==> src/rtl/instr_encoder_loader.sv <==
// Encodes decoded RV32I fields into 32-bit words, queues them and drains them to instruction memory.
// Latency: an accepted bundle reaches mem_wdata with mem_we=1 on the cycle after the push.
// Backpressure: in_ready drops while the FIFO is full; mem_ready=0 holds the head word and address.

// Generic synchronous FIFO with a synchronous flush; depth must be a power of two.
module fifo_sync #(
  parameter int W     = 32,
  parameter int DEPTH = 4
) (
  input  logic         clk,
  input  logic         rst,
  input  logic         flush_i,
  input  logic         push_i,
  input  logic [W-1:0] wdat_i,
  input  logic         pop_i,
  output logic [W-1:0] rdat_o,
  output logic         full_o,
  output logic         empty_o
);
  localparam int AW = (DEPTH > 1) ? $clog2(DEPTH) : 1;

  logic [W-1:0]  mem_q [DEPTH];
  logic [AW-1:0] wp_q, rp_q;
  logic [AW:0]   cnt_q;
  logic          push_ok, pop_ok;

  assign full_o  = (cnt_q == (AW+1)'(DEPTH));
  assign empty_o = (cnt_q == '0);
  assign rdat_o  = mem_q[rp_q];
  assign push_ok = push_i && !full_o && !flush_i;
  assign pop_ok  = pop_i && !empty_o && !flush_i;

  // Storage array: written only on an accepted push, never reset.
  always_ff @(posedge clk) begin
    if (push_ok) mem_q[wp_q] <= wdat_i;
  end

  // Pointers and occupancy; pointers wrap naturally because DEPTH is a power of two.
  always_ff @(posedge clk or posedge rst) begin
    if (rst) begin
      wp_q  <= '0;
      rp_q  <= '0;
      cnt_q <= '0;
    end else if (flush_i) begin
      wp_q  <= '0;
      rp_q  <= '0;
      cnt_q <= '0;
    end else begin
      if (push_ok) wp_q <= wp_q + 1'b1;
      if (pop_ok)  rp_q <= rp_q + 1'b1;
      case ({push_ok, pop_ok})
        2'b10:   cnt_q <= cnt_q + 1'b1;
        2'b01:   cnt_q <= cnt_q - 1'b1;
        default: cnt_q <= cnt_q;
      endcase
    end
  end
endmodule

module instr_encoder_loader #(
  parameter int          DEPTH     = 4,
  parameter logic [31:0] BASE_ADDR = 32'h0,
  parameter int          MEM_WORDS = 256
) (
  input  logic        clk,
  input  logic        rst,
  input  logic        start,
  input  logic        in_valid,
  output logic        in_ready,
  input  logic [3:0]  in_op,
  input  logic [4:0]  in_rd,
  input  logic [4:0]  in_rs1,
  input  logic [4:0]  in_rs2,
  input  logic [31:0] in_imm,
  output logic        mem_we,
  input  logic        mem_ready,
  output logic [31:0] mem_addr,
  output logic [31:0] mem_wdata,
  output logic [15:0] wr_count,
  output logic        err
);
  localparam logic [31:0] LAST_ADDR = BASE_ADDR + 32'(4 * (MEM_WORDS - 1));
  localparam logic [31:0] NOP       = 32'h0000_0013;

  logic [31:0] enc_word;
  logic        enc_bad;
  logic        addi_ok, b_ok, j_ok;
  logic [2:0]  f3;
  logic [6:0]  f7;
  logic        push, pop;
  logic        fifo_full, fifo_empty;
  logic [31:0] fifo_head;

  logic [31:0] addr_q, addr_d;
  logic [15:0] wc_q, wc_d;
  logic        err_q, err_d;

  // Immediate fits when all bits above the field's sign bit equal it; branch/jump offsets must be even.
  assign addi_ok = (in_imm[31:11] == '0) || (in_imm[31:11] == '1);
  assign b_ok    = ((in_imm[31:12] == '0) || (in_imm[31:12] == '1)) && !in_imm[0];
  assign j_ok    = ((in_imm[31:20] == '0) || (in_imm[31:20] == '1)) && !in_imm[0];

  // R-type funct3/funct7 selection from the ALU op.
  always_comb begin
    f3 = 3'b000;
    f7 = 7'b0000000;
    case (in_op)
      4'd1:    f7 = 7'b0100000;
      4'd2:    f3 = 3'b001;
      4'd3:    f3 = 3'b010;
      4'd4:    f3 = 3'b100;
      4'd5:    f3 = 3'b101;
      4'd6: begin
        f3 = 3'b101;
        f7 = 7'b0100000;
      end
      4'd7:    f3 = 3'b110;
      4'd8:    f3 = 3'b111;
      default: ;
    endcase
  end

  // Field-to-word encoder; out-of-range immediates are truncated but flagged.
  always_comb begin
    enc_word = NOP;
    enc_bad  = 1'b0;
    case (in_op)
      4'd0, 4'd1, 4'd2, 4'd3, 4'd4, 4'd5, 4'd6, 4'd7, 4'd8: begin
        enc_word = {f7, in_rs2, in_rs1, f3, in_rd, 7'b0110011};
      end
      4'd9: begin
        enc_word = {in_imm[11:0], in_rs1, 3'b000, in_rd, 7'b0010011};
        enc_bad  = !addi_ok;
      end
      4'd10, 4'd11: begin
        enc_word = {in_imm[12], in_imm[10:5], in_rs2, in_rs1, 2'b00, in_op[0],
                    in_imm[4:1], in_imm[11], 7'b1100011};
        enc_bad  = !b_ok;
      end
      4'd12: begin
        enc_word = {in_imm[20], in_imm[10:1], in_imm[11], in_imm[19:12], in_rd, 7'b1101111};
        enc_bad  = !j_ok;
      end
      4'd13: begin
        enc_word = {in_imm[31:12], in_rd, 7'b0110111};
      end
      default: begin
        enc_word = NOP;
        enc_bad  = 1'b1;
      end
    endcase
  end

  // start wins over both stream handshakes in the same cycle.
  assign in_ready = !fifo_full;
  assign push     = in_valid && in_ready && !start;
  assign mem_we   = !fifo_empty;
  assign pop      = mem_we && mem_ready && !start;

  fifo_sync #(
    .W     (32),
    .DEPTH (DEPTH)
  ) u_fifo (
    .clk     (clk),
    .rst     (rst),
    .flush_i (start),
    .push_i  (push),
    .wdat_i  (enc_word),
    .pop_i   (pop),
    .rdat_o  (fifo_head),
    .full_o  (fifo_full),
    .empty_o (fifo_empty)
  );

  // Present zero rather than stale storage while nothing is queued.
  assign mem_wdata = fifo_empty ? 32'h0 : fifo_head;
  assign mem_addr  = addr_q;
  assign wr_count  = wc_q;
  assign err       = err_q;

  // Next-state for write address, write counter and sticky error.
  always_comb begin
    addr_d = addr_q;
    wc_d   = wc_q;
    err_d  = err_q;
    if (start) begin
      addr_d = BASE_ADDR;
      wc_d   = 16'h0;
      err_d  = 1'b0;
    end else begin
      if (pop) begin
        addr_d = (addr_q == LAST_ADDR) ? BASE_ADDR : addr_q + 32'd4;
        wc_d   = (wc_q == 16'hFFFF) ? wc_q : wc_q + 16'd1;
      end
      if (push && enc_bad) err_d = 1'b1;
    end
  end

  // State registers.
  always_ff @(posedge clk or posedge rst) begin
    if (rst) begin
      addr_q <= BASE_ADDR;
      wc_q   <= 16'h0;
      err_q  <= 1'b0;
    end else begin
      addr_q <= addr_d;
      wc_q   <= wc_d;
      err_q  <= err_d;
    end
  end
endmodule
==> config.mk <==
export PLATFORM = sky130hd
export DESIGN_NAME = instr_encoder_loader
export DESIGN_NICKNAME = d
export VERILOG_FILES = /design/src/rtl/instr_encoder_loader.sv
export SDC_FILE = /design/constraint.sdc
export NUM_CORES = 1
export LEC_CHECK = 0
export ABC_CLOCK_PERIOD_IN_PS = 2700
export CORE_UTILIZATION = 54
export DETAILED_ROUTE_END_ITERATION = 7
export HOLD_SLACK_MARGIN = 0.06
export PLACE_DENSITY = 0.81
export SYNTH_ARGS = -nofsm -noshare
export SYNTH_HDL_FRONTEND = slang
export SYNTH_SLANG_ARGS = --single-unit
==> constraint.sdc <==
create_clock -name clk -period 2.7 [get_ports clk]
set_clock_uncertainty 0.1 [all_clocks]
set_input_delay 0.405 -clock clk [delete_from_list [all_inputs] [get_ports clk]]
set_output_delay 0.405 -clock clk [all_outputs]
set_load 0.05 [all_outputs]
==> results.cfg <==
[run_status]
status = finished clean

[drt]
routed-via-count = 6433
detail_route.wirelength_um = 20700
detailedRoute.firstIterationViolations = 693
wire_per_inst_um = 20.1
viasPerCell = 6.25
ant_nets = 0
detail_route.first_pass.iterations = 5
post-route-drc-count = 0

[timing]
timing_limited_maximum_frequency_ghz = 0.385
period_needed_ps = 2590
setup_repair_after_global_routing_missed_its_margin = false
hold_slack_ps = 375
min_period_over_period_pct = 96.1
final-max-slew-violation-count = 0
finalSetupViolations = 0
fin_tns_setup_ps = 0
worst_pin_slew_ps = 1210
slew_headroom_pct = 19.3
report.final.hold_viol_count = 0

[die]
die_area_mm2 = 0.0161
start_util_pct = 55.4
core_area_mm2 = 0.0152
die-width_um = 127
fp.dieH_um = 127
boundary_pins = 139
placementRows = 45

[clock_network]
cts_root_buf = sky130_fd_sc_hd__clkbuf_16
ctsLongestPathBuffers = 2
clkLatencyLatePin_ps = 430
tritoncts_num_sinks = 174
hold_buffers = 0
clock_slew_at_the_register_clock_pins_of_the_worst_setup_and_hold_paths_ps = 60
total_setup_buffers_inserted_after_cts = 0
cts_tree = yes
cts-buffers-inserted = 17
htree_levels = 4

[worst_setup_path]
timing.critical_path.cells = buf_12 > mux4_2 > nor2b_1 > buf_12
cpMaxStageDelayCell = sky130_fd_sc_hd__dfrtp_2
cp-startpoint = u_fifo.rp_q[0]
worst-path-max-fanout = 15
timing.critical_path.to_type = output port
worst_setup_path_start_kind = register
cp_data_required_time_ps = 2190
regToRegStartpoint = u_fifo.cnt_q[0]
cp_slowest_stage_delay_ps = 560
cp_common_cell = sky130_fd_sc_hd__buf_12
critical_path_class = reg -> out
cp.arrival_ps = 2090

[logic_synthesis]
postSynth.topFlopCell = sky130_fd_sc_hd__edfxtp_1
synth.lib_cells_used.distinct = 60
synth_top_family_by_area = simple AND/OR/NAND/NOR gates
post_synth_and_or_nand_nor_area_fraction_pct = 15.9
post-synth-top-area-fraction_pct = 42.7
seq_area_frac_synth_pct = 58.8
synth_adder_area_share_pct = 1.13
synthDominantAreaCellType = sky130_fd_sc_hd__edfxtp_1
yosys_warnings = 0
synth_xor_area_share_pct = 2.29
netlist_top_cells_area = sky130_fd_sc_hd__edfxtp_1, sky130_fd_sc_hd__dfrtp_1, sky130_fd_sc_hd__mux4_2, sky130_fd_sc_hd__nand2_1, sky130_fd_sc_hd__nor2_1
synthCells = 680
synthMuxAreaShare_pct = 9.35
post_synth_instance_area_mm2 = 0.00843
synth-compound-area-share_pct = 9.13
post_synth.cell_area_avg_um2 = 12.4
ys_top_cells_by_count = sky130_fd_sc_hd__edfxtp_1, sky130_fd_sc_hd__nand2_1, sky130_fd_sc_hd__dfrtp_1, sky130_fd_sc_hd__nor2_1, sky130_fd_sc_hd__a21oi_1
ys_async_sr_fraction_pct = 31.0
cell_with_the_most_instances_after_synthesis = sky130_fd_sc_hd__edfxtp_1
synth-edff-count = 120
postSynthRegisterBits = 174

[cells_and_area]
final_core_util_pct = 73.0
final_layout_size_suffix_gt1_share_pct = 16.4
area_growth_syn_to_layout_pct = 31.6
antenna_cells_inserted = 0
final.fill_count = 957
nets_final = 891

[place]
place_congestion = 0.860
detailedPlacementHpwl_um = 14200
placement.io_buffers = 136

[grt]
track_usage_pct = 27.0
first_global_vias = 6381
grt_antenna_before_repair = 0
global_route_wire_length_before_repair_um = 33100
gr-total-overflow = 0
grt_start_max_net_pins = 42

[hold_path]
min_path_type = in -> async

[power_and_ir_drop]
total_power_w = 0.00980
vdd_ir_drop_max_mv = 0.550
leakagePower_nw = 4.03
power.density_mw_per_mm2 = 883

[job]
max_cap_violations = 0
[metal layers]
metal  vias up  GRT usage, %  share of wire, %
li1       2860             -                 -
met1      3177          34.4                40
met2       355          45.4                50
met4         0          11.0               2.4
met5         -             0                 0
met3        41          5.74               7.9
[power by group]
part | switching, W | leakage [nW] | total (W) | internal (W)
registers | 0.000138 | 1.85 | 0.00319 | 0.00305
logic | 0.00223 | 1.88 | 0.00401 | 0.00178
clock network | 0.000972 | 0.308 | 0.00260 | 0.00163
total | 0.00334 | 4.03 | 0.00980 | 0.00646
[critical path: cells and delay by family, from the launching register on]
kind                   cells  cell delay [ps]
DFF                        1              560
muxes                      1              520
buffers and inverters      2              400
and+or+nand+nor            1              190
[area by class of cell]
| class | instances | area [µm²] | share of cell area, % |
|---|---|---|---|
| multi-input cells | 447 | 3210 | 28.9 |
| clock buffers | 23 | 478 | 4.31 |
| inverters | 20 | 75.1 | 0.677 |
| clock inverters | 9 | 159 | 1.43 |
| well taps | 188 | 235 | 2.12 |
| flip-flops and latches | 174 | 4960 | 44.7 |
| repair buffers | 168 | 1990 | 17.9 |
[what timing repair did]
action,4_1_cts,5_1_grt
pin swaps,0,0
resized for setup,1,4
endpoints found under the setup margin,1,5
cloned,0,0
[cells by family after synthesis]
kind of cell    count (synthesis)
simple gates                  253
buf+inv                        60
fa+ha+maj                       7
compound gates                123
other cells                     1
mux                            40
xor+xnor                       22
flops                         174
[path summary, 6_finish.rpt]
check | endpoint | slack, ps | depth (start not counted)
max in group asynchronous | wr_count[8] | 1480 | 3
hold reg to reg | mem_addr[31] | 430 | 1
hold / removal | wr_count[5] | 380 | 2
setup / recovery | mem_wdata[3] | 110 | 4
min in group clk | mem_addr[31] | 430 | 1
setup reg to reg | wr_count[15] | 280 | 5
[flip-flops by register name (all words and copies together), names as in the netlist]
signal,cells
mem_addr,30
u_fifo.cnt_q,3
wr_count,16
u_fifo.wp_q,2
u_fifo.mem_q,120
err,1
u_fifo.rp_q,2
[placed cells by master, fill, tap and decap left out, types with 4 or more instances in the layout]
cell type,n
sky130_fd_sc_hd__ha_1,6
sky130_fd_sc_hd__nand3_1,19
sky130_fd_sc_hd__a31oi_1,17
sky130_fd_sc_hd__a22oi_1,5
sky130_fd_sc_hd__clkdlybuf4s50_1,102
sky130_fd_sc_hd__and2_2,4
sky130_fd_sc_hd__mux2i_1,9
sky130_fd_sc_hd__buf_12,36
sky130_fd_sc_hd__edfxtp_1,120
sky130_fd_sc_hd__buf_4,25
sky130_fd_sc_hd__nand2b_1,10
sky130_fd_sc_hd__a21oi_1,33
sky130_fd_sc_hd__xnor2_1,19
sky130_fd_sc_hd__mux4_2,31
sky130_fd_sc_hd__inv_1,17
sky130_fd_sc_hd__o21ai_1,4
sky130_fd_sc_hd__nor2b_1,32
sky130_fd_sc_hd__and3_1,5
sky130_fd_sc_hd__and2_1,4
sky130_fd_sc_hd__o22ai_1,4
sky130_fd_sc_hd__nor2_1,54
sky130_fd_sc_hd__a41oi_1,5
sky130_fd_sc_hd__nand4_1,20
sky130_fd_sc_hd__o21ai_0,31
sky130_fd_sc_hd__and4_1,6
sky130_fd_sc_hd__or3_1,4
sky130_fd_sc_hd__dfrtp_1,53
sky130_fd_sc_hd__nand2_1,60
sky130_fd_sc_hd__clkbuf_16,17
sky130_fd_sc_hd__nor4_1,13
sky130_fd_sc_hd__nor3_1,9
sky130_fd_sc_hd__bufinv_16,4
[through the flow]
stage	worst slack, ps	area, µm²	std cells
final	106	11100	1029
after global routing	9.12	11100	1029
after CTS	31.3	11100	1029
after detailed placement	70.1	10400	997
after global placement	102	10400	997
after floorplan	320	8440	681
(Power assumes the default switching activity.)
